[src/rtl/instruction_fetch_unit.sv]
// Instruction fetch front end: owns the PC, drives synchronous ROM addressing and
// retires one instruction per cycle while running; next-PC is presented to the ROM combinationally.
package ifu_pkg;
  localparam int unsigned INSN_WIDTH = 16;
  localparam int unsigned DATA_WIDTH = 8;
  localparam logic [INSN_WIDTH-1:0] INSN_HLT = 16'hF000;
endpackage

module instruction_fetch_unit
  import ifu_pkg::*;
#(
  parameter int unsigned PC_WIDTH    = 8,
  parameter int unsigned COUNT_WIDTH = 16
) (
  input  logic                   clk,
  input  logic                   reset_n,
  input  logic                   start,
  input  logic                   halt,
  input  logic                   branch,
  input  logic                   jump,
  input  logic                   relative,
  input  logic [DATA_WIDTH-1:0]  destBranchJump,
  input  logic                   compareFlag,
  output logic [PC_WIDTH-1:0]    romAddr,
  input  logic [INSN_WIDTH-1:0]  romData,
  output logic [INSN_WIDTH-1:0]  instruction,
  output logic [PC_WIDTH-1:0]    pc,
  output logic                   insnValid,
  output logic                   done,
  output logic [COUNT_WIDTH-1:0] insnCount
);

  typedef enum logic [1:0] {
    IDLE   = 2'b00,
    RUN    = 2'b01,
    HALTED = 2'b10
  } state_t;

  state_t                 state_q, state_d;
  logic [PC_WIDTH-1:0]    pc_q, next_pc, target, offset_sext, dest_zext;
  logic [COUNT_WIDTH-1:0] count_q;
  logic                   running;

  assign running     = (state_q == RUN);
  assign offset_sext = PC_WIDTH'($signed(destBranchJump));
  assign dest_zext   = PC_WIDTH'(destBranchJump);
  assign target      = relative ? (pc_q + offset_sext) : dest_zext;

  always_comb begin
    next_pc = pc_q;
    if (!running) begin
      if (start) next_pc = '0;
    end else if (halt) begin
      next_pc = pc_q;
    end else if (jump) begin
      next_pc = target;
    end else if (branch && compareFlag) begin
      next_pc = target;
    end else begin
      next_pc = pc_q + PC_WIDTH'(1);
    end
  end

  always_comb begin
    state_d = state_q;
    case (state_q)
      IDLE, HALTED: if (start) state_d = RUN;
      RUN:          if (halt)  state_d = HALTED;
      default:      state_d = IDLE;
    endcase
  end

  always_ff @(posedge clk or negedge reset_n) begin
    if (!reset_n) begin
      state_q <= IDLE;
      pc_q    <= '0;
      count_q <= '0;
    end else begin
      state_q <= state_d;
      pc_q    <= next_pc;
      // Counts the HLT cycle too; a restart clears it before counting resumes.
      if (running) begin
        if (!(&count_q)) count_q <= count_q + COUNT_WIDTH'(1);
      end else if (start) begin
        count_q <= '0;
      end
    end
  end

  assign romAddr     = next_pc;
  assign pc          = pc_q;
  assign insnValid   = running;
  assign done        = (state_q == HALTED);
  assign instruction = running ? romData : INSN_HLT;
  assign insnCount   = count_q;

endmodule

[config.mk]
export PLATFORM = sky130hd
export DESIGN_NAME = instruction_fetch_unit
export DESIGN_NICKNAME = d
export VERILOG_FILES = /design/src/rtl/instruction_fetch_unit.sv
export SDC_FILE = /design/constraint.sdc
export NUM_CORES = 1
export LEC_CHECK = 0
export BUFFER_PORTS_ARGS = -buffer_cell sky130_fd_sc_hd__buf_2
export CAP_MARGIN = 20
export CORE_MARGIN = 2
export CORE_UTILIZATION = 50
export CTS_BUF_LIST = sky130_fd_sc_hd__clkbuf_8
export DETAILED_ROUTE_END_ITERATION = 6
export PLACE_DENSITY_LB_ADDON = 0.25
export SLEW_MARGIN = 0
export SYNTH_ARGS = -nofsm -noshare
export SYNTH_HDL_FRONTEND = slang
export SYNTH_SLANG_ARGS = --single-unit
[constraint.sdc]
create_clock -name clk -period 2.7 [get_ports clk]
set_input_delay 0.135 -clock clk [delete_from_list [all_inputs] [get_ports clk]]
set_output_delay 0.135 -clock clk [all_outputs]
set_load 0.03 [all_outputs]
### Yosys cells after proc, flatten, opt, wreduce, memory -nomap -nowiden

Cells that the tools add are included.

| cells by class | value |
|---|---|
| div/mod/pow operators | 0 |
| shift-type cells | 0 |
| multiplexer cells | 13 |
| reductions and logical operators | 7 |
| bitwise operators | 0 |
| multipliers | 0 |
| add/subtract/negate cells | 3 |
| equality and inequality tests | 5 |
| magnitude comparators | 0 |

Operators with widths:

| kind | count |
|---|---|
| 16-bit two-way mux | 4 |
| 8-bit two-way mux | 6 |
| 16-bit by 1-bit adder with 16-bit output (second input constant) | 1 |
| 16-bit AND reduction | 1 |
| 8-bit by 1-bit adder with 8-bit output (second input constant) | 1 |
| 8-bit adder | 1 |
| 2-bit != test (second input constant) | 3 |
| 2-bit two-way mux | 2 |
| 2-bit one-hot mux with 2 select lines | 1 |
| 2-bit AND reduction | 2 |
| 2-bit by 1-bit == test with 1-bit output (second input constant) | 1 |
| 2-bit == test (second input constant) | 1 |
| 2-bit logical NOT | 1 |
| 2-bit nonzero test | 1 |
| 2-bit OR reduction | 1 |
| 1-bit logical AND | 1 |

| word-level totals | value |
|---|---|
| output and inout port bits | 50 |
| bits in writable memories | 0 |
| word-level logic and storage cells | 31 |
| register bits | 26 |
| bits in latches | 0 |
| ROM bits | 0 |
| input bits | 32 |
| memories kept | 0 |

### Logic depth before layout (Yosys ltp)

| logic depth | value |
|---|---|
| depth in word-level cells | 6 |
| depth in mapped cells | 8 |

### Worst setup path before layout

OpenSTA, ideal clock, no wires.

| timing | value |
|---|---|
| path type | reg-to-reg |
| start point | register pc_q[1], in the netlist pc[1] |
| end point | register pc_q[7], in the netlist pc[7] |
| cell stages (with the launch flop) | 7 |
| path buffers | 0 |
| path slack | 0.024 ns |
| data required time | 2.508 ns |
| period minus slack after synthesis | 2.676 ns |
| arrival | 2.484 ns |
| path through | dfrtp_1 ha_1 a211oi_2 nor3_1 o31a_1 or4_1 a31oi_1 |

| between the ends | value |
|---|---|
| word-level cells in the longest chain between the ends | 6 |
| elaborated cells on any way between the ends | 7 |

RTL lines:

| item | RTL line | RTL |
|---|---|---|
| from (decl) | 40 | `logic [PC_WIDTH-1:0] pc_q, next_pc, target, offset_sext, dest_zext;` |
| from (signal assigned) | 80 | `pc_q <= next_pc;` |
| 8-bit adder | 47 | `assign target = relative ? (pc_q + offset_sext) : dest_zext;` |
| 8-bit two-way mux | 47 |  |
| 8-bit two-way mux | 57 | `end else if (branch && compareFlag) begin` |
| 8-bit two-way mux * | 55 | `end else if (jump) begin` |
| 8-bit two-way mux * | 53 | `end else if (halt) begin` |
| 8-bit two-way mux * | 51 | `if (!running) begin` |
| net romAddr[7] | 24 | `output logic [PC_WIDTH-1:0] romAddr,` |

The timed path passes the listed nets; every way through them passes the cells marked *.
A chain may end at the register's enable or synchronous reset.

### Final worst setup path

| timing | value |
|---|---|
| start point | register pc_q[1], in the netlist pc[1] |
| end point | output port romAddr[7] |

| between the ends | value |
|---|---|
| word-level cells in the longest chain between the ends | 6 |
| elaborated cells on any way between the ends | 7 |

RTL lines:

| item | RTL line |
|---|---|
| 8-bit adder | 47 |
| 8-bit two-way mux | 47 |
| 8-bit two-way mux | 57 |
| 8-bit two-way mux * | 55 |
| 8-bit two-way mux * | 53 |
| 8-bit two-way mux * | 51 |
| to (decl) | 24 |

Mark *: on every way between the ends. The rest lies on a longest branch, timed or not.

==> metrics <==
layout cells sized above 1 0.3290; CP Max Fanout 7; Final Cycle Share 0.9602; Die X 66.52 µm; maximum level of the CTS H-tree 1; detailed placement HPWL 3760 µm; total number of vias 1994; Worst Path Arrival 2460 ps; synth top area cells dfrtp_1, ha_1, mux2i_1; clock buffer depth 2; Final Util 0.6754; CTS clock-pin slew for the worst setup and hold paths 90 ps; number of port buffers 81; Synth top area share 0.3329; Worst Hold Depth 2; Worst Hold Launch halt; die area 0.004425 mm²; setup ws final 107.6 ps; # IOs 82; r2r worst-path depth 6; status complete, no violations; IR Drop Worst-Case VDD 0.4167 mV; Cell Pwr Density 618.4 mW/mm²; Hold Path Class in -> reg; DR WL/cell 13.35 µm; Mean Syn Cell Area 8.610 µm²; post-synthesis cell count 227; postcts setup bufs 0; drc violations 0; Routability Congestion 0.8837; reg2reg end pc[7]; Min-Delay Endpoint state_q[1]; clk_lat worst skew 260 ps; Max-cap violations 0; Tot Pwr 1.552 mW; Final Critical Period 2592 ps; WL met2 2423 µm; die extent in y 66.52 µm; synthesis warning total 0; Seq/Total Area, Yosys 0.3329; most frequent cell after synthesis dfrtp_1; CTS tree built; vias in the first global route 1732; RSZ-0062 raised after global routing false; final WL 4781 µm; Met3 Wirelength 231 µm; crit path kind reg -> out; placed cell area 0.002422 mm²; post-synth top area cell dfrtp_1; Mapped Nets 269; final net count 353; Root Buffer clkbuf_8; TritonCTS Buffers 3; CP Launch Type flip-flop; post-route cell area 0.002510 mm²; commonest cells in the netlist dfrtp_1, nand2_1, nor2_1; initial antenna violation count 0; # diodes 0; Final Max Slew Viols 0; final setup fails 0; Setup crit end kind output port; Initial Utilization 0.5259; Final TNS setup 0 ps; M1 wire length 2126 µm; Synth Flop Type dfrtp_1; fmax 0.3857 GHz; Post-Place Setup Slack 312.6 ps; Final Hold Fails 0; vias per cell 5.570; Sink Count 26; Post-Place Cells 353; Max-slew headroom 0.6034; Reg2Reg Setup Slack 610 ps; hold_ws 147.9 ps; global-route wire length before repair 7776 µm; RR Startpoint pc[1]; Area Growth Syn to Fin 28.43%; Static Leak 1.299 nW; pin count of the biggest net entering global routing 27; Max Used Layer met3; Core ar. 0.003716 mm²; Final ANT Viol Nets 0; total iterations of the first detailed-routing run 4; post-synthesis register bit count 26; clock skew 5.367 ps; Non-Filler Instances 358; all-layer global routing usage 0.2200; number of synthesized flops with an enable pin 0; std cell rows 22; post-synthesis cell type count 47; initial DRC count 143; Synth Cell Area 0.001954 mm²; Worst Path Required 2570 ps; Critical Path Start pc[1]; async set-or-reset flop fraction in the synthesized netlist 1.000; worst slew pin tran 590.4 ps; GRT overflow 0
## how the worst max path moves through the flow
stage               depth (start not counted)    endpoint  slack [ps]
floorplan                                   6       pc[7]          20
global placement                            7  romAddr[7]         350
detailed placement                          7  romAddr[7]         310
CTS                                         7  romAddr[7]          10
global route                                7  romAddr[7]          10
finish                                      7  romAddr[7]         110
## registers in the layout, summed over array words and instances (netlist names)
register   flops
state_q        2
pc             8
insnCount     16
## where the power goes
part	internal [mW]	leakage [nW]	switching (mW)	total (mW)
logic	0.272	0.921	0.513	0.785
registers	0.443	0.349	0.0769	0.519
clock network	0.130	0.0288	0.118	0.248
## kinds of logic (layout without fill, tap and decap cells)
kind of cell | Yosys count | in the layout | share of synthesized area
compound gates | 56 | 56 | 0.1927
xor+xnor | 8 | 8 | 0.03585
fa+ha+maj | 10 | 10 | 0.06786
buf+inv | 13 | 96 | 0.02560
flops | 26 | 26 | 0.3329
mux | 10 | 10 | 0.05186
simple gates | 104 | 104 | 0.2932
## layout make-up
cell class	count	area, µm²
multi-input combinational	188	1270
fill	339	1206
sequential	26	654.4
timing repair buffer	86	447.9
tap	48	60.06
clock buffer	4	55.05
inverter	6	22.52
## repair_timing
| item | 4_1_cts | 5_1_grt |
|---|---|---|
| hold endpoints to repair | 26 | 0 |
| endpoints found under the setup margin | 0 | 4 |
| gates resized for setup | 0 | 9 |
| hold buffers | 1 | 0 |
## per-layer routing
layer  track usage  up-vias
met4       0.03827        0
met5             0        -
met2        0.3838       51
met3       0.02196        0
li1              -     1004
met1        0.2977      939
## placed cells by master (no fill, tap or decap), types with 2 or more instances in the layout
cell type,instances
and4_1,5
and3_1,4
mux2i_1,9
clkbuf_8,4
nor3_1,4
nand3b_1,2
nor2_1,17
o31ai_1,3
a21oi_1,9
a211oi_1,7
nand2b_1,6
a21o_1,3
o21ai_0,14
a22o_1,2
nand2_1,24
o211ai_1,2
xor2_1,2
a31oi_1,3
inv_1,6
nand4_1,5
ha_1,8
o31a_1,2
nand3_1,11
buf_2,80
buf_4,5
dfrtp_2,3
xnor2_1,6
and2_1,13
nor2b_1,4
dfrtp_1,23
## critical path: stages, from the launching register on
cell and delay, ps:
dfrtp_2 460, ha_1 310, a211oi_2 240, nor3_2 90
o31a_1 290, or4_1 410, a31oi_2 200, buf_4 190
Power figures use the tool's default switching activity.
